`src/rtl/rca14_rr_sched.sv`:
```
// rca14_rr_sched: round-robin scheduler that shares one 14-bit ripple-carry
// adder among NREQ requesters. The adder runs from registered operands, and the
// result is returned with its owner's ID over a valid/ready response port.
//
// state | meaning
// IDLE  | no work in flight, grants allowed
// CALC  | operands latched, adder settling, no grants
// DONE  | result presented; retires on rsp_ready, which also reopens grants
module rca14_rr_sched #(
  parameter int NREQ = 4,
  parameter int IDW  = 2
) (
  input  logic                 clk,
  input  logic                 rst_n,
  input  logic [NREQ-1:0]      req_valid,
  output logic [NREQ-1:0]      req_ready,
  input  logic [NREQ*14-1:0]   req_a,
  input  logic [NREQ*14-1:0]   req_b,
  input  logic [NREQ-1:0]      req_cin,
  output logic                 rsp_valid,
  input  logic                 rsp_ready,
  output logic [IDW-1:0]       rsp_id,
  output logic [13:0]          rsp_sum,
  output logic                 rsp_cout
);

  typedef enum logic [1:0] {
    IDLE = 2'd0,
    CALC = 2'd1,
    DONE = 2'd2
  } state_t;

  state_t         state, state_nx;
  logic [IDW-1:0] rr_ptr;
  logic [13:0]    op_a, op_b;
  logic           op_cin;
  logic [IDW-1:0] op_id;

  logic            accept_ok;
  logic            found;
  logic            hs;
  logic [NREQ-1:0] grant;
  logic [IDW-1:0]  grant_id;
  logic [13:0]     sel_a, sel_b;
  logic            sel_cin;
  logic [13:0]     add_sum;
  logic            add_cout;

  // Round-robin search starting one past the last winner, wrapping at NREQ.
  always_comb begin
    int t;
    logic [IDW-1:0] idx;
    t        = 0;
    idx      = '0;
    grant    = '0;
    grant_id = '0;
    found    = 1'b0;
    for (int k = 0; k < NREQ; k++) begin
      t = int'(rr_ptr) + 1 + k;
      if (t >= NREQ) t = t - NREQ;
      idx = IDW'(t);
      if (!found && req_valid[idx]) begin
        found      = 1'b1;
        grant[idx] = 1'b1;
        grant_id   = idx;
      end
    end
  end

  // Operand mux for the winning requester.
  always_comb begin
    sel_a   = '0;
    sel_b   = '0;
    sel_cin = 1'b0;
    for (int i = 0; i < NREQ; i++) begin
      if (grant[i]) begin
        sel_a   = req_a[14*i +: 14];
        sel_b   = req_b[14*i +: 14];
        sel_cin = req_cin[i];
      end
    end
  end

  // Grants open in IDLE, or in DONE on the cycle the result is being taken.
  always_comb begin
    accept_ok = rst_n && ((state == IDLE) || ((state == DONE) && rsp_ready));
    req_ready = accept_ok ? grant : '0;
    hs        = accept_ok && found;
  end

  // 14-bit ripple-carry chain on the registered operands.
  always_comb begin
    logic c;
    c       = op_cin;
    add_sum = '0;
    for (int i = 0; i < 14; i++) begin
      add_sum[i] = op_a[i] ^ op_b[i] ^ c;
      c          = (op_a[i] & op_b[i]) | (c & (op_a[i] ^ op_b[i]));
    end
    add_cout = c;
  end

  // Next-state logic.
  always_comb begin
    state_nx = state;
    case (state)
      IDLE:    if (hs) state_nx = CALC;
      CALC:    state_nx = DONE;
      DONE:    if (rsp_ready) state_nx = hs ? CALC : IDLE;
      default: state_nx = IDLE;
    endcase
  end

  // State register.
  always_ff @(posedge clk) begin
    if (!rst_n) state <= IDLE;
    else        state <= state_nx;
  end

  // Operand capture, arbitration pointer and response registers.
  always_ff @(posedge clk) begin
    if (!rst_n) begin
      rr_ptr    <= IDW'(NREQ - 1);
      op_a      <= '0;
      op_b      <= '0;
      op_cin    <= 1'b0;
      op_id     <= '0;
      rsp_valid <= 1'b0;
      rsp_id    <= '0;
      rsp_sum   <= '0;
      rsp_cout  <= 1'b0;
    end else begin
      if (hs) begin
        op_a   <= sel_a;
        op_b   <= sel_b;
        op_cin <= sel_cin;
        op_id  <= grant_id;
        rr_ptr <= grant_id;
      end
      if (state == CALC) begin
        rsp_valid <= 1'b1;
        rsp_id    <= op_id;
        rsp_sum   <= add_sum;
        rsp_cout  <= add_cout;
      end else if ((state == DONE) && rsp_ready) begin
        rsp_valid <= 1'b0;
      end
    end
  end

endmodule

```
`config.mk`:
```
export PLATFORM = sky130hd
export DESIGN_NAME = rca14_rr_sched
export DESIGN_NICKNAME = d
export VERILOG_FILES = /design/src/rtl/rca14_rr_sched.sv
export SDC_FILE = /design/constraint.sdc
export NUM_CORES = 1
export LEC_CHECK = 0
export BUFFER_PORTS_ARGS = -buffer_cell sky130_fd_sc_hd__clkbuf_2
export CAP_MARGIN = 40
export CORE_MARGIN = 2
export CORE_UTILIZATION = 51
export DETAILED_ROUTE_END_ITERATION = 8
export PLACE_DENSITY = 0.79
export SLEW_MARGIN = 20
export SYNTH_ARGS = -nofsm -noshare
export SYNTH_HDL_FRONTEND = slang
export SYNTH_SLANG_ARGS = --single-unit
```
`constraint.sdc`:
```
create_clock -name clk -period 14.3 [get_ports clk]
set_input_delay 0 -clock clk [delete_from_list [all_inputs] [get_ports clk]]
set_output_delay 0 -clock clk [all_outputs]
set_load 0.1 [all_outputs]
```
# Yosys cells after proc, flatten, opt, wreduce, memory -nomap -nowiden
# Cells that the tools add are included.
# classes
mul	0
addsub	8
magnitude_cmp	12
n_reduce_logical	17
div	0
n_bitwise	73
n_shift	0
n_eq_ne	4
muxes	51
# op_table
op	n
$mux 14	8
$and 1x1->1	28
$xor 1x1->1	28
$mux 2	10
$mux 4	5
$mux 1	19
$or 1x1->1	14
$ge 4x3->1 const B	3
$lt 2x3->1 const B	4
$or 4x4->4	3
$logic_and 1x1->1	10
$add 3x2->4 const B	2
$bmux 1 s2	4
$demux 1 s2	4
$ge 2x1->1 const B	4
$sub 2x1->2 const B	4
$pmux 2 s3	1
$add 3x1->4 const B	1
$ne 2x2->1 const B	2
$add 2x1->3 const B	1
$ge 3x3->1 const B	1
$logic_not 1->1	3
$eq 2x1->1 const B	1
$eq 2x2->1 const B	1
other kinds (4)	4
# totals
rom_bits	0
inputBits	123
elab_cells	175
mem_count	0
regBits	53
latchBits	0
ram_bits	0
output_inout_bits	22

# Depth between registers and ports, before layout
# depth
word_depth	29
mapped_depth	19
mapped_depth_nobuf	19

# Worst setup path after synthesis
# No wires, ideal clock.
# synth_timing
path_kind	register to register
startpoint	reg op_a[0]
endpoint	reg rsp_sum[13]
t_required_ps	14239
path_buffers	0
setup_time_ps	61
period_less_slack_ps	5809
arrival_ps	5748
stages_incl_launch_ff	20
slack_ps	8491
path_cell_list	dfxtp_1 fa_1 fa_1 inv_1 fa_1 inv_1 fa_1 fa_1 fa_1 fa_1 fa_1 fa_1 fa_1 fa_1 fa_1 fa_1 inv_1 fa_1 nand2_1 o211a_1
# synth_between
elab_chain_cells	28
elab_cells_between_ends	29
cone_classes	29 x bitwise
# synth_rtl
element	line_no	source
from (decl)	35	logic [13:0] op_a, op_b;
from (signal assigned)	134	op_a <= sel_a;
$xor 1x1->1	98	c = (op_a[i] & op_b[i]) | (c & (op_a[i] ^ op_b[i]));
$and 1x1->1	98	
$or 1x1->1 *	98	
$and 1x1->1 *	98	
$or 1x1->1 *	98	
$and 1x1->1 *	98	
$or 1x1->1 *	98	
$and 1x1->1 *	98	
[... 12 more ...]	n/a	
$or 1x1->1 *	98	
$and 1x1->1 *	98	
$or 1x1->1 *	98	
$and 1x1->1 *	98	
$or 1x1->1 *	98	
$and 1x1->1 *	98	
$or 1x1->1 *	98	
$xor 1x1->1 *	97	add_sum[i] = op_a[i] ^ op_b[i] ^ c;
to (signal assigned)	143	rsp_sum <= add_sum;
to (decl)	23	output logic [13:0] rsp_sum,
# Mark *: on every way between the ends. The rest lies on a longest branch, timed or not.
# A chain may end at the register's enable or synchronous reset.

# Final worst setup path
# Ends and elaborated chain as after synthesis.

==> run_results.csv <==
group,metric,value,unit
drt,drt_iter0_drc,312,
worst_setup_path,cp_max_fo,2,
yosys,async_flop_share,0,%
drt,drtPass1Iterations,5,
cts,post_cts_resized,0,
drt,routed_wl,11800,um
yosys,syn_area,3870,um^2
yosys,synth-seq-cells,53,
worst_setup_path,worstPathRequired,14560,ps
die,core_area,7290,um^2
die,die_area,8300,um^2
cts,path_clk_slew,90,ps
worst_setup_path,crit_slowest_cell,"fa_1",
placed_design,place_congestion,0.917,
worst_setup_path,worstSetupEndpointType,"register",
timing,finalSetupTns,0,ps
pwr,finalPower,0.000645,W
global_route,grt_usage,28.1,%
global_route,grt_max_degree,66,
yosys,yosys_warnings,0,
timing,finClkSkew,7.90,ps
die,ioPinCount,145,
global_route,grt_pass1_wl,18800,um
worst_setup_path,cp.arrival,6410,ps
cts,cts_max_path_buffers,2,
drt,drtAntennaViolNets,0,
pwr,powerDensity,130,nW/um^2
cts,cts_setup_buffers,0,
drt,via_per_inst,5.76,
cells_and_area,multi_input_area,2330,um^2
cts,cts.sinks,53,
worst_setup_path,cp_cell_sequence,"fa_1 > fa_1 > inv_1 > fa_1 > inv_1 > fa_1 > fa_1 > fa_1 > fa_1 > fa_1 > fa_1 > fa_1 > fa_1 > fa_1 > fa_1 > inv_1 > fa_1 > nand2_1 > o211a_1",
cts,cts_root_buffer,"clkbuf_8",
die,rows,31,
cts,cts_max_level,2,
cells_and_area,layout-drive-gt1-share,28.9,%
global_route,grt_pass1_vias,3924,
timing,slew_violations,0,
yosys,synth_cell_types,47,
cts,clock_latency,310,ps
global_route,antenna_found_initial,0,
cells_and_area,seq_area,1060,um^2
cells_and_area,utilization,68.1,%
yosys,post_synth.cell_area_avg,8.28,um^2
die,die_y,91.1,um
drt,wire_per_inst,16.7,um
cts,numCtsBuffers,5,
cells_and_area,fin_area,4970,um^2
worst_hold_path,hp-class,"input pin to register",
cells_and_area,antenna_cells,0,
die,chipWidth,91.1,um
cells_and_area,nNetsFinal,750,
cts,cts_tree,"built",
timing,max_freq,162,MHz
placed_design,port_buffers,144,
outcome,outcome,"completed",
placed_design,placed_area,4610,um^2
global_route,overflow,0,
yosys,synth-edff-count,0,
timing,min_period_over_period,43.0,%
cells_and_area,final_cells,708,
timing,period_needed,6160,ps
worst_setup_path,cp_common_cell,"fa_1",
yosys,syn_inst,467,
flow_run,timing.max_cap.violations,0,
cells_and_area,synthToLayoutAreaGrowth,28.5,%
timing,rsz0062_at_grt,"false",
drt,num_vias,4080,
timing,setup-violations-final,0,
cells_and_area,fill_cells,618,
timing,final_hold_viol_count,0,
drt,drcViolationCount,0,
timing,max-slew-margin-rel,44.4,%
yosys,synth_ff_type,"dfxtp_1",
pwr,ir_drop,0.0755,mV
placed_design,dp_hpwl,8580,um
worst_setup_path,cpPeakStageDelay,440,ps
worst_setup_path,cp-start-kind,"register",
placed_design,placedCellCount,676,
yosys,ys_seq_area_share,27.4,%
timing,worst_slew_pin_slew,834,ps
yosys,synth_nets,609,
die,initial_core_util,53.0,%
pwr,total_leakage_power,2.51,nW
worst_setup_path,crit_type,"register to register",
critical path, delay by kind of cell, from the launching register on:
kind	cells	cell delay, ps
fa+ha+maj	14	5340
flops	1	340
simple gates	1	70
compound gates	1	130
buf+inv	3	220
synthesized netlist by cell type, types with 8 or more instances:
library cell,instances,share of area [%]
inv_1,71,6.9
o21ai_0,66,8.5
dfxtp_1,53,27
nand2_1,37,3.6
mux2i_1,32,8.3
a31oi_1,29,4.7
o221a_1,29,8.4
clkbuf_1,27,2.6
nor2_1,15,1.5
a21boi_0,14,2.7
fa_1,14,7.2
buf_6,8,2.3
sequential cells by signal, summed over array words and instances (netlist names):
register   flops
state          2
rr_ptr         2
rsp_cout       1
rsp_sum       14
op_id          2
rsp_id         2
op_a          14
op_b          14
rsp_valid      1
op_cin         1
stage by stage:
stage	setup WS, ps	hold WS, ps
after detailed placement	8200	269
after CTS	8180	7.27
after floorplan	8490	174
after global placement	8350	273
after global routing	7940	0.473
final	8140	10.3
power by group:
group | internal [W] | switching [W] | total, W
sequential | 0.000175 | 0.0000245 | 0.000200
combinational | 0.000129 | 0.000228 | 0.000357
clock | 0.0000393 | 0.0000483 | 0.0000876
path summary, 6_finish.rpt:
kind	startpoint	slack [ps]	depth (start not counted)	to
setup reg to reg	op_a[0]$_SDFFE_PN0P_	8140	19	rsp_sum[13]$_SDFFE_PN0P_
hold reg to reg	rsp_sum[4]$_SDFFE_PN0P_	470	2	rsp_sum[4]$_SDFFE_PN0P_
hold / removal	req_cin[2]	10	2	op_cin$_SDFFE_PN0P_
setup / recovery	op_a[0]$_SDFFE_PN0P_	8140	19	rsp_sum[13]$_SDFFE_PN0P_
cells in the final DEF (no fill, tap or decap), types with 3 or more instances in the layout:
cell,instances
clkbuf_2,144
inv_1,71
o21ai_0,66
dfxtp_1,53
nand2_1,37
mux2i_1,32
a31oi_1,29
o221a_1,29
dlygate4sd3_1,23
nor2_1,15
a21boi_0,14
fa_1,14
clkbuf_8,6
ha_1,5
mux2_2,4
a21oi_1,4
nor2b_1,4
buf_4,4
nand4_1,3
nand3_1,3
a221oi_1,3
o211a_1,3
buf_16,3
kinds of logic after synthesis:
kind of cell	count (synthesis)	share of synthesized area [%]
buf+inv	113	12.9
compound gates	160	29.3
mux	39	11.0
fa+ha+maj	19	8.86
simple gates	83	10.5
flops	53	27.4
metal layers:
layer  global-route usage, %  up-vias  wire length [um]
li1                        -     1927                 -
met1                    35.9     1895              4930
met2                    45.2      205              5500
met3                    5.48       53               766
met4                    14.1        0               615
met5                       0        -                 0
area by class of cell:
class | instances | area share (%)
clock buffer | 6 | 1.66
clock inverter | 2 | 0.277
inverter | 71 | 5.36
multi-input combinational | 301 | 46.9
sequential | 53 | 21.4
tap | 99 | 2.49
timing repair buffer | 176 | 21.9
what timing repair did:
item | in CTS | in global routing
setup endpoints to repair | 0 | 0
endpoints found under the hold margin | 23 | 0
hold buffers | 23 | 0
Power figures use the tool's default switching activity.
